**src/rtl/seq_signed_divider_if.sv**
```systemverilog
// Start/done handshake and operand/result bundle between the control FSM
// and the sequential signed divider.
interface seq_signed_divider_if #(
  parameter int WIDTH = 32
);
  logic             start;
  logic [WIDTH-1:0] dividend;
  logic [WIDTH-1:0] divisor;
  logic             busy;
  logic             done;
  logic             div_zero;
  logic [WIDTH-1:0] hi;
  logic [WIDTH-1:0] lo;

  modport master (
    output start, dividend, divisor,
    input  busy, done, div_zero, hi, lo
  );

  modport slave (
    input  start, dividend, divisor,
    output busy, done, div_zero, hi, lo
  );
endinterface

```
**src/rtl/seq_signed_divider.sv**
```systemverilog
// Multicycle signed restoring divider (MIPS DIV semantics): quotient to lo,
// remainder to hi, one quotient bit per cycle on operand magnitudes.
module seq_signed_divider #(
  parameter int WIDTH = 32
) (
  input  logic                  clk,
  input  logic                  reset,
  seq_signed_divider_if.slave   bus
);
  localparam int CntW = $clog2(WIDTH) + 1;

  typedef enum logic [1:0] {
    IDLE = 2'd0,
    RUN  = 2'd1,
    FIX  = 2'd2
  } state_t;

  // Magnitude as an unsigned value; the most negative input maps to itself.
  function automatic logic [WIDTH-1:0] absVal(input logic [WIDTH-1:0] v);
    absVal = v[WIDTH-1] ? ({WIDTH{1'b0}} - v) : v;
  endfunction

  function automatic logic [WIDTH-1:0] applySign(input logic neg, input logic [WIDTH-1:0] v);
    applySign = neg ? ({WIDTH{1'b0}} - v) : v;
  endfunction

  state_t           stateR, stateNext;
  logic [CntW-1:0]  countR, countNext;
  logic [WIDTH-1:0] quoR, quoNext;
  logic [WIDTH-1:0] remR, remNext;
  logic [WIDTH-1:0] dvsrR, dvsrNext;
  logic             signQR, signQNext;
  logic             signRR, signRNext;
  logic             busyR, busyNext;
  logic             doneR, doneNext;
  logic             divZeroR, divZeroNext;
  logic [WIDTH-1:0] hiR, hiNext;
  logic [WIDTH-1:0] loR, loNext;

  // Partial remainder is always below the divisor magnitude, so the shifted
  // {R,Q[msb]} fits in WIDTH+1 bits and bit WIDTH of the trial is its borrow.
  logic [WIDTH:0] shifted;
  logic [WIDTH:0] trial;

  assign shifted = {remR, quoR[WIDTH-1]};
  assign trial   = shifted - {1'b0, dvsrR};

  // Next-state and datapath update for every register.
  always_comb begin
    stateNext   = stateR;
    countNext   = countR;
    quoNext     = quoR;
    remNext     = remR;
    dvsrNext    = dvsrR;
    signQNext   = signQR;
    signRNext   = signRR;
    busyNext    = busyR;
    doneNext    = 1'b0;
    divZeroNext = divZeroR;
    hiNext      = hiR;
    loNext      = loR;

    case (stateR)
      IDLE: begin
        if (bus.start) begin
          if (bus.divisor == {WIDTH{1'b0}}) begin
            divZeroNext = 1'b1;
            doneNext    = 1'b1;
            stateNext   = IDLE;
          end else begin
            quoNext     = absVal(bus.dividend);
            dvsrNext    = absVal(bus.divisor);
            remNext     = {WIDTH{1'b0}};
            signQNext   = bus.dividend[WIDTH-1] ^ bus.divisor[WIDTH-1];
            signRNext   = bus.dividend[WIDTH-1];
            busyNext    = 1'b1;
            divZeroNext = 1'b0;
            countNext   = {CntW{1'b0}};
            stateNext   = RUN;
          end
        end else begin
          stateNext = IDLE;
        end
      end

      RUN: begin
        if (!trial[WIDTH]) begin
          remNext = trial[WIDTH-1:0];
          quoNext = {quoR[WIDTH-2:0], 1'b1};
        end else begin
          remNext = shifted[WIDTH-1:0];
          quoNext = {quoR[WIDTH-2:0], 1'b0};
        end
        if (countR == CntW'(WIDTH - 1)) begin
          stateNext = FIX;
        end else begin
          countNext = countR + {{(CntW-1){1'b0}}, 1'b1};
        end
      end

      FIX: begin
        loNext    = applySign(signQR, quoR);
        hiNext    = applySign(signRR, remR);
        doneNext  = 1'b1;
        busyNext  = 1'b0;
        stateNext = IDLE;
      end

      default: begin
        busyNext  = 1'b0;
        stateNext = IDLE;
      end
    endcase
  end

  // State and datapath registers; reset aborts any divide in flight.
  always_ff @(posedge clk or posedge reset) begin
    if (reset) begin
      stateR   <= IDLE;
      countR   <= {CntW{1'b0}};
      quoR     <= {WIDTH{1'b0}};
      remR     <= {WIDTH{1'b0}};
      dvsrR    <= {WIDTH{1'b0}};
      signQR   <= 1'b0;
      signRR   <= 1'b0;
      busyR    <= 1'b0;
      doneR    <= 1'b0;
      divZeroR <= 1'b0;
      hiR      <= {WIDTH{1'b0}};
      loR      <= {WIDTH{1'b0}};
    end else begin
      stateR   <= stateNext;
      countR   <= countNext;
      quoR     <= quoNext;
      remR     <= remNext;
      dvsrR    <= dvsrNext;
      signQR   <= signQNext;
      signRR   <= signRNext;
      busyR    <= busyNext;
      doneR    <= doneNext;
      divZeroR <= divZeroNext;
      hiR      <= hiNext;
      loR      <= loNext;
    end
  end

  assign bus.busy     = busyR;
  assign bus.done     = doneR;
  assign bus.div_zero = divZeroR;
  assign bus.hi       = hiR;
  assign bus.lo       = loR;
endmodule

```
**src/flat_wrapper.sv**
```systemverilog
// flat-port wrapper written by rule: the top's interface ports become plain ports
module seq_signed_divider_flat 
#(
  parameter int WIDTH = 32
)
  (clk, reset, bus_start, bus_dividend, bus_divisor, bus_busy, bus_done, bus_div_zero, bus_hi, bus_lo);
  seq_signed_divider_if #(.WIDTH(WIDTH)) bus_i ();
  input  logic clk;
  input  logic reset;
  input wire logic [$bits(bus_i.start)-1:0] bus_start;
  input wire logic [$bits(bus_i.dividend)-1:0] bus_dividend;
  input wire logic [$bits(bus_i.divisor)-1:0] bus_divisor;
  output wire logic [$bits(bus_i.busy)-1:0] bus_busy;
  output wire logic [$bits(bus_i.done)-1:0] bus_done;
  output wire logic [$bits(bus_i.div_zero)-1:0] bus_div_zero;
  output wire logic [$bits(bus_i.hi)-1:0] bus_hi;
  output wire logic [$bits(bus_i.lo)-1:0] bus_lo;
  assign bus_i.start = bus_start;
  assign bus_i.dividend = bus_dividend;
  assign bus_i.divisor = bus_divisor;
  assign bus_busy = bus_i.busy;
  assign bus_done = bus_i.done;
  assign bus_div_zero = bus_i.div_zero;
  assign bus_hi = bus_i.hi;
  assign bus_lo = bus_i.lo;
  seq_signed_divider #(.WIDTH(WIDTH)) u_core (.clk(clk), .reset(reset), .bus(bus_i));
endmodule
```
**config.mk**
```make
export PLATFORM = sky130hd
export DESIGN_NAME = seq_signed_divider_flat
export DESIGN_NICKNAME = d
export VERILOG_FILES = /design/src/rtl/seq_signed_divider_if.sv /design/src/rtl/seq_signed_divider.sv /design/src/flat_wrapper.sv
export SDC_FILE = /design/constraint.sdc
export NUM_CORES = 1
export LEC_CHECK = 0
export BUFFER_PORTS_ARGS = -buffer_cell sky130_fd_sc_hd__buf_4
export CORE_UTILIZATION = 50
export DETAILED_ROUTE_END_ITERATION = 10
export PLACE_DENSITY = 0.76
export SYNTH_ARGS = -nofsm -noshare
export SYNTH_HDL_FRONTEND = slang
export SYNTH_SLANG_ARGS = --single-unit
```
**constraint.sdc**
```tcl
create_clock -name clk -period 5.3 [get_ports clk]
set_input_delay 1.06 -clock clk [delete_from_list [all_inputs] [get_ports clk]]
set_output_delay 1.06 -clock clk [all_outputs]
set_load 0.03 [all_outputs]
```
==> flow_summary.toml, run 1 <==
[floorplanning]
die_w_um = 150
fp.coreArea_um2 = 21300
io_pins = 134
start_util_pct = 51.7
die_area_um2 = 22600
die_y_um = 150
rows = 53

[sta]
rsz0062_at_grt = "no"
post-route-min-period_ns = 3.98
fmax_mhz = 251
tns_ns = 0
fin_skew_ns = 0.0106
setup_ws_ns = 1.32
worst_hold_slack_ns = 0.481
slew_viol_final = 0
hold_violations = 0
fin_crit_sh_pct = 75.1
tightest_slew_ns = 1.14
finalSetupViolations = 0
slew_headroom_pct = 24.0

[drt]
drc = 0
wl_per_cell_um = 16.7
dr.pass1.iters = 6
drtIter0Drc = 768
viasPerCell = 5.78
antenna_left = 0
routed_wl_um = 27400
vias = 9488

[logic_synthesis]
yosys_warnings = 0
ys_ff_latch = 173
yosysSeqAreaShare_pct = 39.4
netlist_instances = 1255
syn_avg_cell_area_um2 = 8.76
synth_nets = 1360
synth_area_um2 = 11000
synthArstFlopShare_pct = 100
synth_ff_type = "dfrtp_1"
synth-edff-count = 0
ys_types = 66

[clock_network]
cts_buffers = 17
ctsHtreeMaxLevel = 4
cts-root-buf = "clkbuf_16"
cts_hold_buf = 0
clockBufferDepth = 2
path_clk_slew_ns = 0.07
clock-sinks = 173
post_cts_buffers = 0
clkLatencyLatePin_ns = 0.44
post_cts_resized = 0
cts_tree = "yes"

[power_and_ir_drop]
pwr-share-clk_pct = 15.0
power_leakage_nw = 5.79
p_per_area_nw_per_um2 = 668
p_switching_w = 0.00394
switching_share_pct = 46.1
max-vdd-ir-drop_v = 0.000273
seqPwrFrac_pct = 29.1
internal_power_w = 0.00460
combPwrFrac_pct = 55.9

[finish]
final_cell_area_um2 = 12800
syn_to_final_growth_pct = 16.4
utilization_pct = 60.1
multiInputGateArea_um2 = 6170
nFillCells = 1882
regArea_um2 = 4330
n_antenna_cell = 0
finalNetCount = 1458
final_common_cell = "nand2_1"
drive_gt1_share_pct = 14.3
final_cell_mix = "nand2_1, o21ai_0, dfrtp_1, buf_4, xor2_1"

[worst_hold_path]
min_path_type = "flop to flop"

[critical_path]
cp.arrival_ns = 4.29
cp-start-kind = "flop"
critPathKind = "flop to flop"
path_delay_family = "compound AO/OA/AOI/OAI gates"
crit_buf_inv = 1
crit_chain = "ha_1 -> and2_1 -> nor2b_1 -> o311a_1 -> o41ai_1 -> o31a_1 -> a21oi_1 -> o211ai_4 -> buf_4 -> mux2i_1 -> o21ai_0"
critPathMaxFanout = 20
crit_path_max_incr_delay_ns = 0.70
required_ns = 5.61
end_kind = "flop"
cp_slowest_cell = "o211ai_4"

[grt]
antenna_found_initial = 0
grt_max_degree = 174
grt_util_all_layers_pct = 25.1
grt_pass1_vias = 8897
grt_first_pass_wirelength_um = 44900
overflow = 0

[placed_design]
place.gp.congestion = 0.927
hpwlAfterDp_um = 20200
port_buffers = 133
place_ws_ns = 0.957
placed_cell_area_um2 = 12200

[run_status]
status = "finished, final reports clean"

[job]
cap_violations = 0
[kinds of logic after synthesis]
group | count (synthesis) | synth area share (%)
and+or+nand+nor | 353 | 15.0
xor gates and xnor gates | 152 | 12.1
AOI/OAI and AO/OA | 372 | 21.2
DFF | 173 | 39.4
adders and majority gates | 38 | 4.39
muxes | 35 | 3.21
buffers and inverters | 132 | 4.74
[final timing paths]
path	startpoint	endpoint	slack, ns	cells past startpoint
min in group asynchronous	reset	u_core.bus.lo[9]$_DFFE_PP0P_	0.91	3
hold / removal	u_core.bus.hi[20]$_DFFE_PP0P_	u_core.bus.hi[20]$_DFFE_PP0P_	0.48	2
hold reg to reg	u_core.bus.hi[20]$_DFFE_PP0P_	u_core.bus.hi[20]$_DFFE_PP0P_	0.48	2
setup reg to reg	u_core.remR[18]$_DFFE_PP0P_	u_core.remR[23]$_DFFE_PP0P_	1.32	11
max in group asynchronous	reset	u_core.dvsrR[24]$_DFFE_PP0P_	3.76	3
setup / recovery	u_core.remR[18]$_DFFE_PP0P_	u_core.remR[23]$_DFFE_PP0P_	1.32	11
[Yosys cell counts (2+ instances only)]
cell type,count,area [um2]
nor3_1,7,35.0
o41ai_1,20,175
xnor2_1,70,613
o21a_1,10,75.1
nand2_1,196,736
nor2b_1,6,37.5
a211o_1,2,17.5
mux2_2,2,22.5
or4_4,3,33.8
inv_1,68,255
o21ai_0,185,926
nor4_1,12,75.1
dfrtp_1,173,4330
a2111o_1,3,33.8
a222oi_1,13,130
a22oi_1,2,15.0
clkbuf_1,51,191
nand3b_1,2,15.0
nand2b_1,13,81.3
nor2_1,46,173
a211oi_1,5,37.5
nand3_1,14,70.1
a31oi_1,3,18.8
buf_2,8,40.0
o31ai_1,31,233
a21o_1,18,135
and3_1,2,12.5
nand4_1,14,87.6
xor2_1,82,718
mux2i_1,33,330
a22o_1,2,17.5
a21oi_1,42,210
and2_1,4,25.0
or4_1,15,113
a221oi_1,4,35.0
ha_1,37,463
o221ai_1,2,17.5
or3_1,9,56.3
o22ai_1,9,56.3
buf_6,2,22.5
o211ai_1,6,45.0
a2bb2oi_1,2,17.5
or2_2,3,18.8
buf_1,2,7.51
[through the flow]
step | total power, W | std cells
global route | 0.00925 | 1641
detailed placement | 0.00719 | 1609
global placement | 0.00704 | 1609
finish | 0.00855 | 1641
floorplan | 0.00600 | 1255
CTS | 0.00851 | 1641
[area by class of cell]
class	count	area share, %
well taps	275	2.69
repair buffers	143	8.48
inverters	68	2.02
clock buffers	18	3.43
multi-input cells	950	48.2
flip-flops and latches	173	33.8
clock inverters	14	1.31
[power groups by stage]
stage / sequential [W] / combinational (W) / clock, W
after floorplan: 0.00233 / 0.00367 / 0
after global placement: 0.00245 / 0.00459 / 0
after detailed placement: 0.00248 / 0.00471 / 0
after CTS: 0.00246 / 0.00475 / 0.00130
after global routing: 0.00255 / 0.00536 / 0.00135
final: 0.00249 / 0.00478 / 0.00128
[state kept, by name (all words and copies together), names as in the netlist]
name / cells
u_core.bus.busy: 1
u_core.bus.hi: 32
u_core.remR: 32
u_core.bus.lo: 32
u_core.dvsrR: 32
u_core.signRR: 1
u_core.bus.div_zero: 1
u_core.bus.done: 1
u_core.signQR: 1
u_core.countR: 6
u_core.quoR: 32
u_core.stateR: 2
[worst min-delay path, delay by kind of cell (launching register included)]
kind               cells  cell delay, ns
AOI/OAI and AO/OA      1            0.06
DFF                    1            0.34
and+or+nand+nor        1            0.05
[routing by layer]
layer,vias to the layer above,part of all wire (%),track usage (%)
met5,-,0,0
met4,0,1.7,8.13
met3,35,5.8,3.55
met2,307,43,37.5
met1,4491,49,37.1
li1,4655,-,-
Power figures use the tool's default switching activity.
==> run 2, diff against run 1 <==
==> constraint.sdc (replaced) <==
create_clock -name clk -period 3.5 [get_ports clk]
set_input_delay 0.7 -clock clk [delete_from_list [all_inputs] [get_ports clk]]
set_output_delay 0.7 -clock clk [all_outputs]
set_load 0.03 [all_outputs]
==> flow_summary.toml, run 2 (synthesized netlist as in run 1, its figures left out) <==
[power_and_ir_drop]
seqPwrFrac_pct = 26.8
p_switching_w = 0.00616
max-vdd-ir-drop_v = 0.000537
internal_power_w = 0.00731
p_per_area_nw_per_um2 = 1010
power_leakage_nw = 6.06
combPwrFrac_pct = 59.2
switching_share_pct = 45.7
pwr-share-clk_pct = 14.0

[grt]
grt_first_pass_wirelength_um = 46100
grt_util_all_layers_pct = 26.0
grt_pass1_vias = 9027
grt_max_degree = 102
globalRouteMet2Util_pct = 38.4
busiest_layer = "met1"
gr-usage-met1_pct = 39.1
overflow = 0
grt_util_met3_pct = 4.58
antenna_found_initial = 0

[drt]
wl_per_cell_um = 16.6
antenna_left = 0
dr.pass1.iters = 5
drc = 0
vias = 9579
drtIter0Drc = 608
viasPerCell = 5.66
routed_wl_um = 28100

[floorplanning]
fp.coreArea_um2 = 21300
start_util_pct = 51.7
io_pins = 134
die_y_um = 150
die_w_um = 150
die_area_um2 = 22600
rows = 53

[critical_path]
critPathKind = "flop to flop"
cp.arrival_ns = 3.61
cp_slowest_cell = "a2111o_1"
crit_chain = "ha_2 -> fa_2 -> nor2b_2 -> o2111ai_1 -> nand2_1 -> a221oi_1 -> o31a_1 -> a2111o_1 -> o211ai_4 -> buf_4 -> buf_4 -> mux2i_1 -> o21ai_0"
crit_path_max_incr_delay_ns = 0.46
cp-start-kind = "flop"
critPathMaxFanout = 5
end_kind = "flop"
crit_top_cell = "buf_4"
required_ns = 3.78
worst-r2r-cell-count = 13

[sta]
tightest_slew_ns = 0.996
rsz0062_at_grt = "no"
fmax_mhz = 301
fin_skew_ns = 0.0102
fin_crit_sh_pct = 95.0
finalSetupViolations = 0
post-route-min-period_ns = 3.33
tns_ns = 0
slew_headroom_pct = 33.6
slew_viol_final = 0
hold_violations = 0
worst_hold_slack_ns = 0.276

[clock_network]
clock-sinks = 173
cts_buffers = 17
cts-root-buf = "clkbuf_16"
cts_hold_buf = 0
clkLatencyLatePin_ns = 0.44
cts_tree = "yes"
path_clk_slew_ns = 0.08
clockBufferDepth = 2
ctsHtreeMaxLevel = 4

[finish]
fin_cells = 1691
finalNetCount = 1508
utilization_pct = 62.4
final_cell_area_um2 = 13300
final_cell_mix = "nand2_1, o21ai_0, buf_4, dfrtp_1, xor2_1"
syn_to_final_growth_pct = 20.7
final_common_cell = "nand2_1"
drive_gt1_share_pct = 17.7
n_antenna_cell = 0

[run_status]
status = "finished, final reports clean"

[placed_design]
port_buffers = 133
hpwlAfterDp_um = 21500
placed_cell_area_um2 = 12600
dp_cells = 1658
place.gp.congestion = 0.918

[worst_hold_path]
min_path_type = "input port to asynchronous set/reset pin"

[job]
cap_violations = 0
==> run 2: area by class of cell <==
type / count / area (um2)
fill: 1806 / 8010
multi-input combinational: 950 / 6190
sequential: 173 / 4330
timing repair buffer: 193 / 1550
clock buffer: 17 / 425
tap: 275 / 344
inverter: 68 / 259
clock inverter: 15 / 169
==> run 2: path summary, 6_finish.rpt <==
kind                                               start                            end  slack [ns]
max                          u_core.dvsrR[0]$_DFFE_PP0P_     u_core.remR[3]$_DFFE_PP0P_        0.17
min                                                reset   u_core.bus.lo[8]$_DFFE_PP0P_        0.28
max reg2reg                  u_core.dvsrR[0]$_DFFE_PP0P_     u_core.remR[3]$_DFFE_PP0P_        0.17
min reg2reg                u_core.bus.lo[25]$_DFFE_PP0P_  u_core.bus.lo[25]$_DFFE_PP0P_        0.48
max in group asynchronous                          reset    u_core.remR[16]$_DFFE_PP0P_        2.48
min in group clk           u_core.bus.lo[25]$_DFFE_PP0P_  u_core.bus.lo[25]$_DFFE_PP0P_        0.48
==> run 2: power by group through the flow <==
| stage | Clock [W] | Combinational, W | Sequential, W |
|---|---|---|---|
| after floorplan | 0 | 0.00556 | 0.00353 |
| after global placement | 0 | 0.00767 | 0.00356 |
| after detailed placement | 0 | 0.00780 | 0.00360 |
| after CTS | 0.00191 | 0.00786 | 0.00357 |
| after global routing | 0.00199 | 0.00883 | 0.00371 |
| final | 0.00188 | 0.00797 | 0.00361 |
==> run 2: critical path: cells and delay by family, from the launching register on <==
family	cells	cell delay (ns)
AO/OA/AOI/OAI	6	1.31
multiplexers	1	0.21
buffers and inverters	2	0.31
AND/OR/NAND/NOR	2	0.30
flip-flops	1	0.44
adder cells (fa/ha/maj)	2	0.59
==> run 2: layer usage <==
metal / up-vias / wire length (um)
met2: 305 / 12200
met1: 4481 / 13800
li1: 4771 / -
met3: 22 / 1750
met5: - / 0
met4: 0 / 274
==> run 2: metrics by stage <==
step / total power, W / setup slack, ns
3_3_place_gp: 0.0112 / 0.00259
3_5_place_dp: 0.0114 / -0.0853
5_1_grt: 0.0145 / 0.00531
2_1_floorplan: 0.00909 / 0.176
6_report: 0.0135 / 0.173
4_1_cts: 0.0133 / 0.0275
==> run 2: what timing repair did <==
action | 4_1_cts | 5_1_grt
setup endpoints to repair | 0 | 30
hold endpoints to repair | 0 | 0
resized for setup | 0 | 7
setup buffers | 0 | 1
